--- src/rtl/mem_wb_skid_pkg.sv ---
// Shared constants and helpers for the MEM/WB skid buffer slice.
// Zero word, enable levels and the entry load-select encoding live here.
package mem_wb_skid_pkg;

   localparam int MAX_XLEN = 64;
   localparam logic [MAX_XLEN-1:0] ZERO_WORD = {MAX_XLEN{1'b0}};
   localparam logic EN  = 1'b1;
   localparam logic DIS = 1'b0;

   typedef enum logic [1:0] {
      LD_HOLD = 2'd0,
      LD_NEW  = 2'd1,
      LD_SKID = 2'd2,
      LD_CLR  = 2'd3
   } load_sel_e;

   // Register x0 is hard-wired to zero, so its write enable is dropped at accept time.
   function automatic logic wena_guard(input logic wena, input logic addr_nonzero);
      return wena & addr_nonzero;
   endfunction

endpackage

--- src/rtl/mem_wb_skid_entry.sv ---
// One writeback entry: data, destination, write enable and valid flag.
// Clear wins over load so a flush never leaves stale contents behind.
module wb_entry_reg
   import mem_wb_skid_pkg::*;
#(
   parameter int XLEN    = 32,
   parameter int RADDR_W = 5
) (
   input  logic               clk,
   input  logic               rst,
   input  logic               clr,
   input  logic               load,
   input  logic [XLEN-1:0]    load_data,
   input  logic [RADDR_W-1:0] load_addr,
   input  logic               load_wena,
   output logic [XLEN-1:0]    data,
   output logic [RADDR_W-1:0] addr,
   output logic               wena,
   output logic               valid
);

   // Entry storage with reset, clear and load.
   always_ff @(posedge clk) begin
      if (rst || clr) begin
         data  <= ZERO_WORD[XLEN-1:0];
         addr  <= {RADDR_W{1'b0}};
         wena  <= DIS;
         valid <= DIS;
      end else if (load) begin
         data  <= load_data;
         addr  <= load_addr;
         wena  <= load_wena;
         valid <= EN;
      end else begin
         data  <= data;
         addr  <= addr;
         wena  <= wena;
         valid <= valid;
      end
   end

endmodule

--- src/rtl/mem_wb_skid.sv ---
// Two-entry MEM/WB skid buffer with registered in_ready, bypass lookup
// and a saturating back-pressure counter.
module mem_wb_skid
   import mem_wb_skid_pkg::*;
#(
   parameter int XLEN    = 32,
   parameter int RADDR_W = 5,
   parameter int CNT_W   = 32
) (
   input  logic               clk,
   input  logic               rst,
   input  logic               flush,
   input  logic               in_valid,
   output logic               in_ready,
   input  logic [XLEN-1:0]    in_mem_data,
   input  logic [XLEN-1:0]    in_alu_result,
   input  logic               in_mem2reg,
   input  logic [RADDR_W-1:0] in_reg_waddr,
   input  logic               in_reg_wena,
   output logic               out_valid,
   input  logic               out_ready,
   output logic [XLEN-1:0]    out_wb_data,
   output logic [RADDR_W-1:0] out_reg_waddr,
   output logic               out_reg_wena,
   input  logic [RADDR_W-1:0] fwd_raddr,
   output logic               fwd_hit,
   output logic [XLEN-1:0]    fwd_data,
   output logic [CNT_W-1:0]   stall_cnt
);

   localparam logic [1:0] ST_EMPTY = 2'd0;
   localparam logic [1:0] ST_ONE   = 2'd1;
   localparam logic [1:0] ST_TWO   = 2'd2;

   logic [1:0]         state_r;
   logic [1:0]         state_nxt_s;
   logic               in_ready_r;
   logic [CNT_W-1:0]   stall_cnt_r;

   logic               accept_s;
   logic               retire_s;
   logic [XLEN-1:0]    new_data_s;
   logic               new_wena_s;
   load_sel_e          main_sel_s;
   load_sel_e          skid_sel_s;

   logic [XLEN-1:0]    main_load_data_s;
   logic [RADDR_W-1:0] main_load_addr_s;
   logic               main_load_wena_s;

   logic [XLEN-1:0]    main_data_s;
   logic [RADDR_W-1:0] main_addr_s;
   logic               main_wena_s;
   logic               main_valid_s;
   logic [XLEN-1:0]    skid_data_s;
   logic [RADDR_W-1:0] skid_addr_s;
   logic               skid_wena_s;
   logic               skid_valid_s;

   logic               hit_main_s;
   logic               hit_skid_s;

   assign accept_s   = in_valid & in_ready_r;
   assign retire_s   = out_valid & out_ready;
   assign new_data_s = in_mem2reg ? in_mem_data : in_alu_result;
   assign new_wena_s = wena_guard(in_reg_wena, (in_reg_waddr != {RADDR_W{1'b0}}));

   // Occupancy control: flush overrides any handshake in the same cycle.
   always_comb begin
      state_nxt_s = state_r;
      main_sel_s  = LD_HOLD;
      skid_sel_s  = LD_HOLD;
      if (flush) begin
         state_nxt_s = ST_EMPTY;
         main_sel_s  = LD_CLR;
         skid_sel_s  = LD_CLR;
      end else begin
         case (state_r)
            ST_EMPTY: begin
               if (accept_s) begin
                  state_nxt_s = ST_ONE;
                  main_sel_s  = LD_NEW;
               end else begin
                  state_nxt_s = ST_EMPTY;
               end
            end
            ST_ONE: begin
               if (accept_s && retire_s) begin
                  main_sel_s = LD_NEW;
               end else if (accept_s) begin
                  state_nxt_s = ST_TWO;
                  skid_sel_s  = LD_NEW;
               end else if (retire_s) begin
                  state_nxt_s = ST_EMPTY;
                  main_sel_s  = LD_CLR;
               end else begin
                  state_nxt_s = ST_ONE;
               end
            end
            ST_TWO: begin
               if (retire_s) begin
                  state_nxt_s = ST_ONE;
                  main_sel_s  = LD_SKID;
                  skid_sel_s  = LD_CLR;
               end else begin
                  state_nxt_s = ST_TWO;
               end
            end
            default: begin
               state_nxt_s = ST_EMPTY;
               main_sel_s  = LD_CLR;
               skid_sel_s  = LD_CLR;
            end
         endcase
      end
   end

   // The head refills either from the incoming entry or from the skid slot.
   always_comb begin
      main_load_data_s = new_data_s;
      main_load_addr_s = in_reg_waddr;
      main_load_wena_s = new_wena_s;
      if (main_sel_s == LD_SKID) begin
         main_load_data_s = skid_data_s;
         main_load_addr_s = skid_addr_s;
         main_load_wena_s = skid_wena_s;
      end else begin
         main_load_data_s = new_data_s;
         main_load_addr_s = in_reg_waddr;
         main_load_wena_s = new_wena_s;
      end
   end

   wb_entry_reg #(.XLEN(XLEN), .RADDR_W(RADDR_W)) u_main (
      .clk       (clk),
      .rst       (rst),
      .clr       (main_sel_s == LD_CLR),
      .load      ((main_sel_s == LD_NEW) || (main_sel_s == LD_SKID)),
      .load_data (main_load_data_s),
      .load_addr (main_load_addr_s),
      .load_wena (main_load_wena_s),
      .data      (main_data_s),
      .addr      (main_addr_s),
      .wena      (main_wena_s),
      .valid     (main_valid_s)
   );

   wb_entry_reg #(.XLEN(XLEN), .RADDR_W(RADDR_W)) u_skid (
      .clk       (clk),
      .rst       (rst),
      .clr       (skid_sel_s == LD_CLR),
      .load      (skid_sel_s == LD_NEW),
      .load_data (new_data_s),
      .load_addr (in_reg_waddr),
      .load_wena (new_wena_s),
      .data      (skid_data_s),
      .addr      (skid_addr_s),
      .wena      (skid_wena_s),
      .valid     (skid_valid_s)
   );

   // State and in_ready are both registered; in_ready looks ahead at the next state.
   always_ff @(posedge clk) begin
      if (rst) begin
         state_r    <= ST_EMPTY;
         in_ready_r <= EN;
      end else begin
         state_r    <= state_nxt_s;
         in_ready_r <= (state_nxt_s != ST_TWO);
      end
   end

   // Saturating count of cycles where the MEM stage was held off.
   always_ff @(posedge clk) begin
      if (rst) begin
         stall_cnt_r <= {CNT_W{1'b0}};
      end else if (in_valid && !in_ready_r && (stall_cnt_r != {CNT_W{1'b1}})) begin
         stall_cnt_r <= stall_cnt_r + {{(CNT_W-1){1'b0}}, 1'b1};
      end else begin
         stall_cnt_r <= stall_cnt_r;
      end
   end

   assign in_ready      = in_ready_r;
   assign stall_cnt     = stall_cnt_r;
   assign out_valid     = (state_r != ST_EMPTY);
   assign out_wb_data   = out_valid ? main_data_s : ZERO_WORD[XLEN-1:0];
   assign out_reg_waddr = out_valid ? main_addr_s : {RADDR_W{1'b0}};
   assign out_reg_wena  = out_valid ? main_wena_s : DIS;

   assign hit_main_s = main_valid_s & main_wena_s & (main_addr_s == fwd_raddr);
   assign hit_skid_s = skid_valid_s & skid_wena_s & (skid_addr_s == fwd_raddr);

   // Bypass: the skid entry is younger, so it wins over the head.
   always_comb begin
      fwd_hit  = DIS;
      fwd_data = ZERO_WORD[XLEN-1:0];
      if (fwd_raddr == {RADDR_W{1'b0}}) begin
         fwd_hit  = DIS;
         fwd_data = ZERO_WORD[XLEN-1:0];
      end else if (hit_skid_s) begin
         fwd_hit  = EN;
         fwd_data = skid_data_s;
      end else if (hit_main_s) begin
         fwd_hit  = EN;
         fwd_data = main_data_s;
      end else begin
         fwd_hit  = DIS;
         fwd_data = ZERO_WORD[XLEN-1:0];
      end
   end

endmodule

--- config.mk ---
export PLATFORM = sky130hd
export DESIGN_NAME = mem_wb_skid
export DESIGN_NICKNAME = d
export VERILOG_FILES = /design/src/rtl/mem_wb_skid_pkg.sv /design/src/rtl/mem_wb_skid_entry.sv /design/src/rtl/mem_wb_skid.sv
export SDC_FILE = /design/constraint.sdc
export NUM_CORES = 1
export LEC_CHECK = 0
export ABC_AREA = 1
export CAP_MARGIN = 20
export CORE_ASPECT_RATIO = 0.75
export CORE_MARGIN = 2
export CORE_UTILIZATION = 49
export DETAILED_ROUTE_END_ITERATION = 16
export MAX_ROUTING_LAYER = met4
export PLACE_DENSITY = 0.9
export REMOVE_ABC_BUFFERS = 1
export SLEW_MARGIN = 20
export SYNTH_ARGS = -nofsm -noshare
export SYNTH_HDL_FRONTEND = slang
export SYNTH_SLANG_ARGS = --single-unit
--- constraint.sdc ---
create_clock -name clk -period 3.2 [get_ports clk]
set_clock_uncertainty 0.05 [all_clocks]
set_input_delay 0.48 -clock clk [delete_from_list [all_inputs] [get_ports clk]]
set_output_delay 0.48 -clock clk [all_outputs]
set_load 0.005 [all_outputs]
Yosys cells after proc, flatten, opt, wreduce, memory -nomap -nowiden
Index checks and enable logic that the tools add are counted.
- memories kept: 0
- bits of input ports: 81
- memory bits (read-only): 0
- latch bits: 0
- bits in writable memories: 0
- word-level logic and storage cells: 70
- register bits after elaboration: 113
- multiplexer cells: 29
- multipliers: 0
- shift operators: 0
- equal/unequal tests: 11
- $lt $le $gt $ge: 0
- bitwise operators: 7
- add/subtract/negate cells: 1
- divide/modulo/power cells: 0
- reductions and logical operators: 11
- operators by type and width (cell ; number):
    2-to-1 mux 32 bit ; 6
    adder 32 x 1 -> 32 bit, second input constant ; 1
    != test 32 bit, second input constant ; 1
    2-to-1 mux 2 bit ; 10
    case mux 2 bit (3 select lines) ; 3
    == test 5 bit ; 2
    2-to-1 mux 5 bit ; 2
    == test 2 bit, second input constant ; 4
    2-to-1 mux 1 bit ; 8
    AND 1 bit ; 7
    == test 2 x 1 -> 1 bit, second input constant ; 3
    logical NOT 5 bit ; 1
    nonzero test 5 bit ; 1
    logical AND 1 bit ; 3
    logical OR 1 bit ; 3
    logical NOT 2 bit ; 1
    != test 2 bit, second input constant ; 1
    nonzero test 2 bit ; 1
    logical NOT 1 bit ; 1

Logic depth before layout (Yosys ltp)
Gate-level depths: netlist (run 1).
- depth in word-level cells: 9
- gate-level depth with buffers: 14
- mapped depth without buffers: 12

Hierarchy
From an unflattened synthesis (run 1), not the netlist that was laid out.
- cell total of the unflattened synthesis: 1259
- area, all modules: 7359.6 um^2
- modules (own cells, without submodules) (module ; seq. area each (um^2) ; area each (um^2) ; instances ; cells an instance):
    mem_wb_skid ; 700.7 ; 4154.0 ; 1 ; 771
    wb_entry_reg ; 780.7 ; 1602.8 ; 2 ; 244

Worst setup path before layout (run 1)
OpenSTA, ideal clock, no wires.
- path kind: input to register
- start: input port out_ready
- end: register u_main.data[19]
- cell stages on the path: 10
- path slack: 0.853 ns
- required time: 3.008 ns
- arrival time: 2.155 ns
- path buffers: 3
- setup time: 0.142 ns
- cell sequence: inv_1 > nor2_1 > nand2_1 > o31ai_1 > ha_1 > buf_2 > clkinv_1 > clkbuf_1 > clkbuf_1 > a221oi_1
- word-level cells in the longest chain between the ends: 8
- elaborated cells on any way between the ends: 14
- RTL lines (element ; line ; source):
    start, declared ; mem_wb_skid.sv:21 ; input logic out_ready,
    AND 1 bit (*) ; mem_wb_skid.sv:64 ; assign retire_s = out_valid & out_ready;
    2-to-1 mux 2 bit ; mem_wb_skid.sv:93 ; end else if (retire_s) begin
    2-to-1 mux 2 bit ; mem_wb_skid.sv:90 ; end else if (accept_s) begin
    2-to-1 mux 2 bit ; mem_wb_skid.sv:88 ; if (accept_s && retire_s) begin
    case mux 2 bit (3 select lines) (*) ; mem_wb_skid.sv:78 ; case (state_r)
    2-to-1 mux 2 bit (*) ; mem_wb_skid.sv:73 ; if (flush) begin
    == test 2 x 1 -> 1 bit / == test 2 bit (equally long branches) ; mem_wb_skid.sv:138 ; .load ((main_sel_s == LD_NEW) || (main_sel_s == LD_SKID)),
    logical OR 1 bit (*) ; mem_wb_skid.sv:138 ;
    net u_main.load ; mem_wb_skid_entry.sv:12 ; input logic load,
    end signal, assigned ; mem_wb_skid_entry.sv:25 ; data <= ZERO_WORD[XLEN-1:0];
    end signal, assigned ; mem_wb_skid_entry.sv:30 ; data <= load_data;
    end signal, assigned ; mem_wb_skid_entry.sv:35 ; data <= data;
    end, declared ; mem_wb_skid_entry.sv:16 ; output logic [XLEN-1:0] data,
The timed path passes the listed nets; every way through them passes the cells marked *.
A chain may end at the register's enable or synchronous reset.

Worst setup path in the final report (run 1)
- start: input port fwd_raddr[0]
- end: output port fwd_data[6]
- word-level cells in the longest chain between the ends: 5
- elaborated cells on any way between the ends: 8
- RTL lines (element ; line ; source):
    start, declared ; mem_wb_skid.sv:25 ; input logic [RADDR_W-1:0] fwd_raddr,
    == test 5 bit ; mem_wb_skid.sv:191 ; assign hit_main_s = main_valid_s & main_wena_s & (main_addr_s == fwd_raddr);
    AND 1 bit ; mem_wb_skid.sv:191 ;
    2-to-1 mux 32 bit ; mem_wb_skid.sv:204 ; end else if (hit_main_s) begin
    2-to-1 mux 32 bit ; mem_wb_skid.sv:201 ; end else if (hit_skid_s) begin
    2-to-1 mux 32 bit (*) ; mem_wb_skid.sv:198 ; if (fwd_raddr == {RADDR_W{1'b0}}) begin
    end, declared ; mem_wb_skid.sv:27 ; output logic [XLEN-1:0] fwd_data,
Every way passes the cells marked *; elsewhere a longest branch is shown, timed or not.

==> out/metrics.json, run 1 <==
{
  "run_status": "completed",
  "synth_largest_type_area_fraction_pct": 34.2,
  "critical_path.n_buffers_inverters": 4,
  "transition_at_the_pin_with_the_smallest_max_transition_slack_ns": 0.936,
  "rsz_0062_raised_after_global_routing": "yes",
  "yosys_register_bits": 113,
  "drt_first_iter_violations": 654,
  "worstPathArrival_ns": 2.62,
  "number_of_instances_in_the_placed_design": 1360,
  "synthMostInstantiatedCell": "sky130_fd_sc_hd__nand2_1",
  "final.fill_count": 1099,
  "worst_path_most_repeated_cell": "sky130_fd_sc_hd__nand2_1",
  "grt_pass1_wl_microns": 33000,
  "final.period_utilization_pct": 98.3,
  "drive_above_1_share_pct": 7.46,
  "total_via_count_after_detailed_routing": 7379,
  "cts-htree-levels": 4,
  "min-delay-path-class": "reg -> reg",
  "cts.root.buffer_cell": "sky130_fd_sc_hd__clkbuf_16",
  "netlist_area_sq_um": 6610,
  "starting_utilization_of_the_core_area_pct": 50.6,
  "routabilityCongestion": 0.970,
  "total_nets_final": 1293,
  "worst-path-max-fanout": 33,
  "avgRoutedWirePerCell_microns": 14.7,
  "powerDensity_nw_per_um2": 419,
  "post-route-drc-count": 0,
  "timing.fmax_ghz": 0.318,
  "synth_async_sr_flop_share_pct": 0,
  "whs_ns": 0.437,
  "grt.total_usage_pct": 28.3,
  "die_height_microns": 105,
  "detail_route.first_pass.iterations": 5,
  "max-cap-violations": 0,
  "synth_warnings": 0,
  "post_cts_clock_slew_at_the_launch_and_capture_registers_of_the_worst_setup_and_hold_paths_ns": 0.05,
  "die_x_microns": 138,
  "vias_per_cell": 5.30,
  "drv_slew": 0,
  "post_synth_num_cell_types": 34,
  "clk-insertion-delay-late_ns": 0.40,
  "die_outline_area_sq_um": 14500,
  "cts_tree": "built",
  "ys.flop_type": "sky130_fd_sc_hd__dfxtp_1",
  "clk_path_buf_depth": 2,
  "critical_path.cell_chain": "clkdlybuf4s50_1, inv_1, nand2_1, o21ai_0, nor2_1, nand3_2, nand2_1, nand2_1, buf_12, nor2_1, clkdlybuf4s50_1",
  "start_kind": "input port",
  "cts_buffers": 17,
  "ir_worst_vdd_v": 0.000378,
  "portBuffers": 185,
  "dp_hpwl_microns": 13900,
  "timing.setup.critical_path_class": "in -> out",
  "seq_area_frac_synth_pct": 34.2,
  "critical_path.max_stage_delay_ns": 0.53,
  "timing.slew.headroom_pct": 37.6,
  "wirelength_microns": 20400,
  "endpoint_kind": "output port",
  "antennaDiodeCount": 0,
  "numClockSinks": 113,
  "count_of_flip_flops_with_a_built_in_enable_after_synthesis": 0,
  "remaining_global_route_overflow": 0,
  "post-synth-top-area-cell": "sky130_fd_sc_hd__dfxtp_1",
  "rows": 36,
  "worst_path_cell_with_the_longest_stage_delay": "sky130_fd_sc_hd__clkdlybuf4s50_1",
  "avgSynthCellArea_sq_um": 6.28,
  "design.portCount": 186,
  "antenna_found_initial": 0,
  "synth_area_leaders": "sky130_fd_sc_hd__dfxtp_1 (34%), sky130_fd_sc_hd__nand2_1 (13%), sky130_fd_sc_hd__nor2_1 (12%)",
  "ys_top_cells_by_count": "sky130_fd_sc_hd__nand2_1 (234), sky130_fd_sc_hd__nor2_1 (215), sky130_fd_sc_hd__inv_1 (127)",
  "post-route-min-period_ns": 3.15,
  "first_global_vias": 6734,
  "timing.critical_path.max_delay_family": "buffers and inverters",
  "critPathRequiredTime_ns": 2.67,
  "placeableCoreArea_sq_um": 13100,
  "grt_start_max_net_pins": 65,
  "synthToLayoutAreaGrowth_pct": 38.6,
  "synth_cells": 1053,
  "drt.antenna.violating_nets": 0,
  "final-hold-violation-count": 0,
  "leakagePower_uw": 0.00383,
  "setup_viol": 0,
  "cts_setup_buffers": 0,
  "post_layout_nonfiller_instances": 1391
}
state kept, by name, indices dropped and copies added (netlist names):
signal        count
stall_cnt        32
u_main.addr       5
state_r           2
in_ready          1
u_main.wena       1
u_skid.addr       5
u_skid.data      32
u_main.valid      1
u_skid.valid      1
u_main.data      32
u_skid.wena       1
cell type report:
cell class / instances / area [sq um] / share of cell area (%)
clock buffers: 21 / 480 / 5.24
inverters: 132 / 495 / 5.41
repair buffers: 196 / 2000 / 21.9
clock inverters: 9 / 108 / 1.17
multi-input cells: 749 / 3600 / 39.3
well taps: 171 / 214 / 2.33
flip-flops and latches: 113 / 2260 / 24.7
metal layers:
metal	vias up	global-route usage, %	share of wire (%)
li1	3666	-	-
met1	3375	37.3	44
met2	312	44.8	47
met3	26	4.40	7.4
met4	0	9.40	1.5
met5	-	-	0
cells in the final DEF (no fill, tap or decap), drive strengths merged, types with 3 or more instances in the layout:
cell / netlist / layout
nand2: 246 / 246
nor2: 223 / 223
clkdlybuf4s50: 0 / 181
inv: 130 / 130
dfxtp: 113 / 113
o21ai: 112 / 112
a21oi: 66 / 66
a221oi: 32 / 32
clkbuf: 44 / 22
nand3: 20 / 20
buf: 15 / 11
xor2: 10 / 10
nand4: 9 / 9
clkinv: 2 / 7
o22ai: 6 / 6
o211ai: 6 / 6
xnor2: 6 / 6
nor3: 4 / 4
ha: 3 / 3
dlymetal6s2s: 0 / 3
path summary, 6_finish.rpt:
check,startpoint,endpoint,slack (ns),cells past startpoint
setup / recovery,fwd_raddr[0],fwd_data[6],0.05,11
hold reg to reg,u_skid.valid$_SDFFE_PP0N_,u_skid.valid$_SDFFE_PP0N_,0.44,1
setup reg to reg,state_r[1]$_SDFF_PP0_,u_main.data[9]$_SDFFE_PP0P_,0.62,9
hold / removal,u_skid.valid$_SDFFE_PP0N_,u_skid.valid$_SDFFE_PP0N_,0.44,1
stage by stage:
step	TNS (ns)	setup WS [ns]	power, uW	utilization, %	instance area (sq um)
6_report	0	0.0542	3840	70.2	9170
5_1_grt	-0.00616	-0.00616	3980	70.2	9170
4_1_cts	0	0.187	3850	69.9	9130
3_5_place_dp	0	0.195	1990	65.4	8540
3_3_place_gp	0	0.228	1980	65.4	8540
2_1_floorplan	-31.47	-0.892	1760	-	6340
worst register-to-register path: stages, from the launching register on:
cell                       delay (ns)
sky130_fd_sc_hd__dfxtp_1         0.46
sky130_fd_sc_hd__nor2_4          0.08
sky130_fd_sc_hd__nor2_1          0.12
sky130_fd_sc_hd__nand2_1         0.09
sky130_fd_sc_hd__o31ai_1         0.35
sky130_fd_sc_hd__ha_1            0.42
sky130_fd_sc_hd__clkinv_1        0.21
sky130_fd_sc_hd__buf_12          0.29
sky130_fd_sc_hd__a21oi_1         0.09
sky130_fd_sc_hd__a221oi_1        0.31
what timing repair did:
| item | CTS | global route |
|---|---|---|
| hold buffers | 0 | 0 |
| resized for setup | 0 | 6 |
| endpoints found under the setup margin | 0 | 1 |
power breakdown:
part / switching [uW] / internal, uW
Clock: 646 / 1220
Sequential: 22.0 / 1460
Combinational: 283 / 213
Total: 951 / 2890
cell families after synthesis:
logic type / after synthesis / synth area share, %
xor gates and xnor gates: 16 / 2.12
and+or+nand+nor: 505 / 31.0
AOI/OAI and AO/OA: 225 / 20.4
adders and majority gates: 3 / 0.568
DFF: 113 / 34.2
buffers and inverters: 191 / 11.6
(Power assumes the default switching activity.)
==> inputs of run 2 (changes only) <==
--- a/config.mk
+++ b/config.mk
@@ -5,14 +5,13 @@
 export SDC_FILE = /design/constraint.sdc
 export NUM_CORES = 1
 export LEC_CHECK = 0
-export ABC_AREA = 1
 export CAP_MARGIN = 20
 export CORE_ASPECT_RATIO = 0.75
 export CORE_MARGIN = 2
-export CORE_UTILIZATION = 49
+export CORE_UTILIZATION = 48
 export DETAILED_ROUTE_END_ITERATION = 16
 export MAX_ROUTING_LAYER = met4
-export PLACE_DENSITY = 0.9
+export PLACE_DENSITY = 0.89
 export REMOVE_ABC_BUFFERS = 1
 export SLEW_MARGIN = 20
 export SYNTH_ARGS = -nofsm -noshare
==> run 2 against run 1 <==
Combinational power down 7.7%. Design area down 2.9%. Wire length down 14%. Clock power down 3%. Non-clock buffer count up 5. Sequential power about the same. Synthesized area down 6.3%. Cell count down 22%. Synthesized cell count down 29%. Critical endpoint is now fwd_data[2]. Largest power group unchanged. Flip-flop and latch count unchanged.
==> out/metrics.json, run 2 <==
{
  "total_via_count_after_detailed_routing": {"value": 6058, "change": "was 7379"},
  "synthToLayoutAreaGrowth": {"value": 43.6, "unit": "%", "change": "was 38.6%"},
  "remaining_global_route_overflow": {"value": 0, "change": "unchanged"},
  "synth_cells": {"value": 743, "change": "was 1053"},
  "setup_viol": {"value": 0, "change": "unchanged"},
  "transition_at_the_pin_with_the_smallest_max_transition_slack": {"value": 0.895, "unit": "ns", "change": "was 0.936 ns"},
  "ys_top_cells_by_count": {"value": "sky130_fd_sc_hd__nor2_1 (146), sky130_fd_sc_hd__dfxtp_1 (113), sky130_fd_sc_hd__mux2i_1 (103)", "change": "was sky130_fd_sc_hd__nand2_1 (234), sky130_fd_sc_hd__nor2_1 (215), sky130_fd_sc_hd__inv_1 (127)"},
  "first_global_vias": {"value": 5672, "change": "was 6734"},
  "final-hold-violation-count": {"value": 0, "change": "unchanged"},
  "worstHoldPathCells": {"value": 2, "change": "was 1"},
  "drv_slew": {"value": 0, "change": "unchanged"},
  "area_fraction_in_compound_gates_after_synthesis": {"value": 13.7, "unit": "%", "change": "was 20.4%"},
  "worst_path_most_repeated_cell": {"value": "sky130_fd_sc_hd__clkdlybuf4s50_1", "change": "was sky130_fd_sc_hd__nand2_1"},
  "r2r_end": {"value": "stall_cnt[10]$_SDFFE_PP0P_", "change": "was u_main.data[9]$_SDFFE_PP0P_"},
  "critical_path.cell_chain": {"value": "clkdlybuf4s50_1, xor2_1, nor4_1, nand4_1, buf_12, mux2i_1, nor2_1, clkdlybuf4s50_1", "change": "was clkdlybuf4s50_1, inv_1, nand2_1, o21ai_0, nor2_1, nand3_2, nand2_1, nand2_1, buf_12, nor2_1, clkdlybuf4s50_1"},
  "post_cts_clock_slew_at_the_launch_and_capture_registers_of_the_worst_setup_and_hold_paths": {"value": 0.06, "unit": "ns", "change": "was 0.05 ns"},
  "final-seq-area": {"value": 2260, "unit": "sq um", "change": "unchanged"},
  "finalPower": {"value": 3750, "unit": "uW", "change": "was 3840 uW"},
  "grt_start_max_net_pins": {"value": 78, "change": "was 65"},
  "synth_async_sr_flop_share": {"value": 0, "unit": "%", "change": "unchanged"},
  "worst_r2r_startpoint": {"value": "stall_cnt[0]$_SDFFE_PP0P_", "change": "was state_r[1]$_SDFF_PP0_"},
  "synth_warnings": {"value": 0, "change": "unchanged"},
  "timing.setup.critical_path_class": {"value": "in -> out", "change": "unchanged"},
  "cts.root.buffer_cell": {"value": "sky130_fd_sc_hd__clkbuf_16", "change": "unchanged"},
  "cts_buffers": {"value": 17, "change": "unchanged"},
  "worst_path_cell_with_the_longest_stage_delay": {"value": "sky130_fd_sc_hd__clkdlybuf4s50_1", "change": "unchanged"},
  "fraction_of_the_mapped_netlist_area_in_adder_cells": {"value": 0.606, "unit": "%", "change": "was 0.568%"},
  "post_synth_num_cell_types": {"value": 52, "change": "was 34"},
  "post-synth-top-area-cell": {"value": "sky130_fd_sc_hd__dfxtp_1", "change": "unchanged"},
  "cts-htree-levels": {"value": 4, "change": "unchanged"},
  "rsz_0062_raised_after_global_routing": {"value": "yes", "change": "unchanged"},
  "rows": {"value": 35, "change": "was 36"},
  "netlist_area": {"value": 6200, "unit": "sq um", "change": "was 6610 sq um"},
  "synth-simple-area-share": {"value": 24.3, "unit": "%", "change": "was 31.1%"},
  "multi_input_area": {"value": 3700, "unit": "sq um", "change": "was 3600 sq um"},
  "seq_area_frac_synth": {"value": 36.5, "unit": "%", "change": "was 34.2%"},
  "vias_per_cell": {"value": 5.58, "change": "was 5.30"},
  "count_of_flip_flops_with_a_built_in_enable_after_synthesis": {"value": 0, "change": "unchanged"},
  "grt_pass1_wl": {"value": 28000, "unit": "microns", "change": "was 33000 microns"},
  "total_nets_final": {"value": 990, "change": "was 1293"},
  "critPathRequiredTime": {"value": 2.67, "unit": "ns", "change": "about the same"},
  "clk_path_buf_depth": {"value": 2, "change": "unchanged"},
  "timing.fmax": {"value": 0.317, "unit": "GHz", "change": "was 0.318 GHz"},
  "holdCritStartpoint": {"value": "u_skid.valid$_SDFFE_PP0N_", "change": "unchanged"},
  "avgRoutedWirePerCell": {"value": 16.2, "unit": "microns", "change": "was 14.7 microns"},
  "number_of_instances_in_the_placed_design": {"value": 1053, "change": "was 1360"},
  "powerDensity": {"value": 422, "unit": "nW/um^2", "change": "was 419 nW/um^2"},
  "detail_route.first_pass.iterations": {"value": 4, "change": "was 5"},
  "antenna_found_initial": {"value": 0, "change": "unchanged"},
  "final.period_utilization": {"value": 98.4, "unit": "%", "change": "was 98.3%"},
  "layout_common_cells": {"value": "sky130_fd_sc_hd__clkdlybuf4s50_1 (153), sky130_fd_sc_hd__nor2_1 (145), sky130_fd_sc_hd__dfxtp_1 (113)", "change": "was sky130_fd_sc_hd__nand2_1 (234), sky130_fd_sc_hd__nor2_1 (211), sky130_fd_sc_hd__clkdlybuf4s50_1 (181)"},
  "drt.antenna.violating_nets": {"value": 0, "change": "unchanged"},
  "start_kind": {"value": "input port", "change": "unchanged"},
  "r2r.worst_path.cells": {"value": 6, "change": "was 9"},
  "setup_slack": {"value": 0.0504, "unit": "ns", "change": "was 0.0542 ns"},
  "endpoint_kind": {"value": "output port", "change": "unchanged"},
  "portBuffers": {"value": 185, "change": "unchanged"},
  "max-cap-violations": {"value": 0, "change": "unchanged"},
  "synth.area.mux_share": {"value": 17.9, "unit": "%", "change": "was 0%"},
  "layout.cells.most_common": {"value": "sky130_fd_sc_hd__clkdlybuf4s50_1", "change": "was sky130_fd_sc_hd__nand2_1"},
  "antennaDiodeCount": {"value": 0, "change": "unchanged"},
  "die_height": {"value": 102, "unit": "microns", "change": "was 105 microns"},
  "synthMostInstantiatedCell": {"value": "sky130_fd_sc_hd__nor2_1", "change": "was sky130_fd_sc_hd__nand2_1"},
  "wirelength": {"value": 17500, "unit": "microns", "change": "was 20400 microns"},
  "post-route-min-period": {"value": 3.15, "unit": "ns", "change": "about the same"},
  "run_status": {"value": "completed", "change": "unchanged"},
  "dp_hpwl": {"value": 12200, "unit": "microns", "change": "was 13900 microns"},
  "routabilityCongestion": {"value": 0.866, "change": "was 0.970"},
  "clk-insertion-delay-late": {"value": 0.41, "unit": "ns", "change": "was 0.40 ns"},
  "synth_xor_area_share": {"value": 2.83, "unit": "%", "change": "was 2.12%"},
  "die_outline_area": {"value": 13800, "unit": "sq um", "change": "was 14500 sq um"},
  "synth_area_leaders": {"value": "sky130_fd_sc_hd__dfxtp_1 (36%), sky130_fd_sc_hd__mux2i_1 (17%), sky130_fd_sc_hd__nor2_1 (8.8%)", "change": "was sky130_fd_sc_hd__dfxtp_1 (34%), sky130_fd_sc_hd__nand2_1 (13%), sky130_fd_sc_hd__nor2_1 (12%)"},
  "design.portCount": {"value": 186, "change": "unchanged"},
  "cts_tree": {"value": "built", "change": "unchanged"},
  "placeableCoreArea": {"value": 12400, "unit": "sq um", "change": "was 13100 sq um"},
  "ir_worst_vdd": {"value": 0.000444, "unit": "V", "change": "was 0.000378 V"},
  "avgSynthCellArea": {"value": 8.34, "unit": "sq um", "change": "was 6.28 sq um"},
  "synth_largest_type_area_fraction": {"value": 36.5, "unit": "%", "change": "was 34.2%"},
  "main_combinational_cell_family_by_area_after_synthesis": {"value": "simple AND/OR/NAND/NOR gates", "change": "unchanged"},
  "timing.slew.headroom": {"value": 40.3, "unit": "%", "change": "was 37.6%"},
  "min-delay-path-class": {"value": "reg -> reg", "change": "unchanged"},
  "final.fill_count": {"value": 961, "change": "was 1099"},
  "preCtsSetupSlack": {"value": 0.0292, "unit": "ns", "change": "was 0.195 ns"},
  "layout.cell_area.non_filler": {"value": 8900, "unit": "sq um", "change": "was 9170 sq um"},
  "cts_hold_buffers": {"value": 0, "change": "unchanged"},
  "internal_reg_to_reg_setup_slack": {"value": 0.88, "unit": "ns", "change": "was 0.62 ns"},
  "drive_above_1_share": {"value": 8.16, "unit": "%", "change": "was 7.46%"},
  "post-route-drc-count": {"value": 0, "change": "unchanged"},
  "min_delay_worst_endpoint": {"value": "u_skid.valid$_SDFFE_PP0N_", "change": "unchanged"},
  "drt_first_iter_violations": {"value": 430, "change": "was 654"},
  "yosys_register_bits": {"value": 113, "change": "unchanged"},
  "placedInstanceArea": {"value": 8250, "unit": "sq um", "change": "was 8540 sq um"},
  "worstPathArrival": {"value": 2.62, "unit": "ns", "change": "about the same"},
  "whs": {"value": 0.431, "unit": "ns", "change": "was 0.437 ns"},
  "post_layout_nonfiller_instances": {"value": 1085, "change": "was 1391"},
  "starting_utilization_of_the_core_area": {"value": 49.8, "unit": "%", "change": "was 50.6%"},
  "ys.flop_type": {"value": "sky130_fd_sc_hd__dfxtp_1", "change": "unchanged"},
  "leakagePower": {"value": 0.00394, "unit": "uW", "change": "was 0.00383 uW"},
  "die_x": {"value": 135, "unit": "microns", "change": "was 138 microns"},
  "critical_path.max_stage_delay": {"value": 0.51, "unit": "ns", "change": "was 0.53 ns"},
  "numClockSinks": {"value": 113, "change": "unchanged"},
  "worst-path-max-fanout": {"value": 32, "change": "was 33"},
  "grt.total_usage": {"value": 25.8, "unit": "%", "change": "was 28.3%"}
}
==> run 2: area by class of cell <==
cell class,instances,area share (%)
tap,166,2.33
inverter,9,0.380
timing repair buffer,201,23.8
multi-input combinational,564,41.6
sequential,113,25.4
clock inverter,15,1.69
clock buffer,17,4.78
==> run 2: stage by stage <==
step,utilization (%),setup TNS [ns]
global placement,66.3,0
detailed placement,66.3,0
floorplan,-,-98.61
CTS,70.9,0
finish,71.5,0
global route,71.5,-0.116
==> run 2: per-layer routing <==
metal	vias up	GRT usage [%]	part of all wire [%]
met5	-	-	0
met1	2867	33.9	47
met3	30	4.27	4.6
met2	197	40.6	47
li1	2964	-	-
met4	0	8.97	2.1
==> run 2: how the worst max path moves through the flow <==
| stage | start | end | slack (ns) | depth (start not counted) |
|---|---|---|---|---|
| global placement | fwd_raddr[3] | fwd_data[12] | 0.05 | 8 |
| finish | fwd_raddr[4] | fwd_data[2] | 0.05 | 8 |
| floorplan | out_ready | u_skid.wena$_SDFFE_PP0N_ | -1.97 | 4 |
| global route | fwd_raddr[0] | fwd_data[2] | -0.12 | 8 |
| detailed placement | fwd_raddr[4] | fwd_data[26] | 0.03 | 9 |
| CTS | fwd_raddr[4] | fwd_data[9] | 0.02 | 9 |
==> run 2: logic make-up (layout without fill, tap and decap cells) <==
family / count (synthesis) / count (layout)
compound gates: 122 / 122
xor+xnor: 20 / 20
fa+ha+maj: 3 / 3
buf+inv: 66 / 242
flops: 113 / 113
mux: 110 / 110
simple gates: 309 / 309
==> run 2: repair_timing <==
| item | in CTS | in global routing |
|---|---|---|
| setup endpoints to repair | 0 | 32 |
| buffers inserted | 0 | 0 |
| resized for setup | 0 | 31 |
==> run 2: power by group <==
part | switching (uW) | internal, uW | leakage [uW]
Combinational | 224 | 234 | 0.00275
Sequential | 33.4 | 1450 | 0.000915
Clock | 723 | 1090 | 0.000282
==> run 2: worst max-delay path: cells and delay by family <==
kind / cells / cell delay, ns
and+or+nand+nor: 3 / 0.65
xor gates and xnor gates: 1 / 0.15
buffers and inverters: 3 / 1.20
muxes: 1 / 0.14
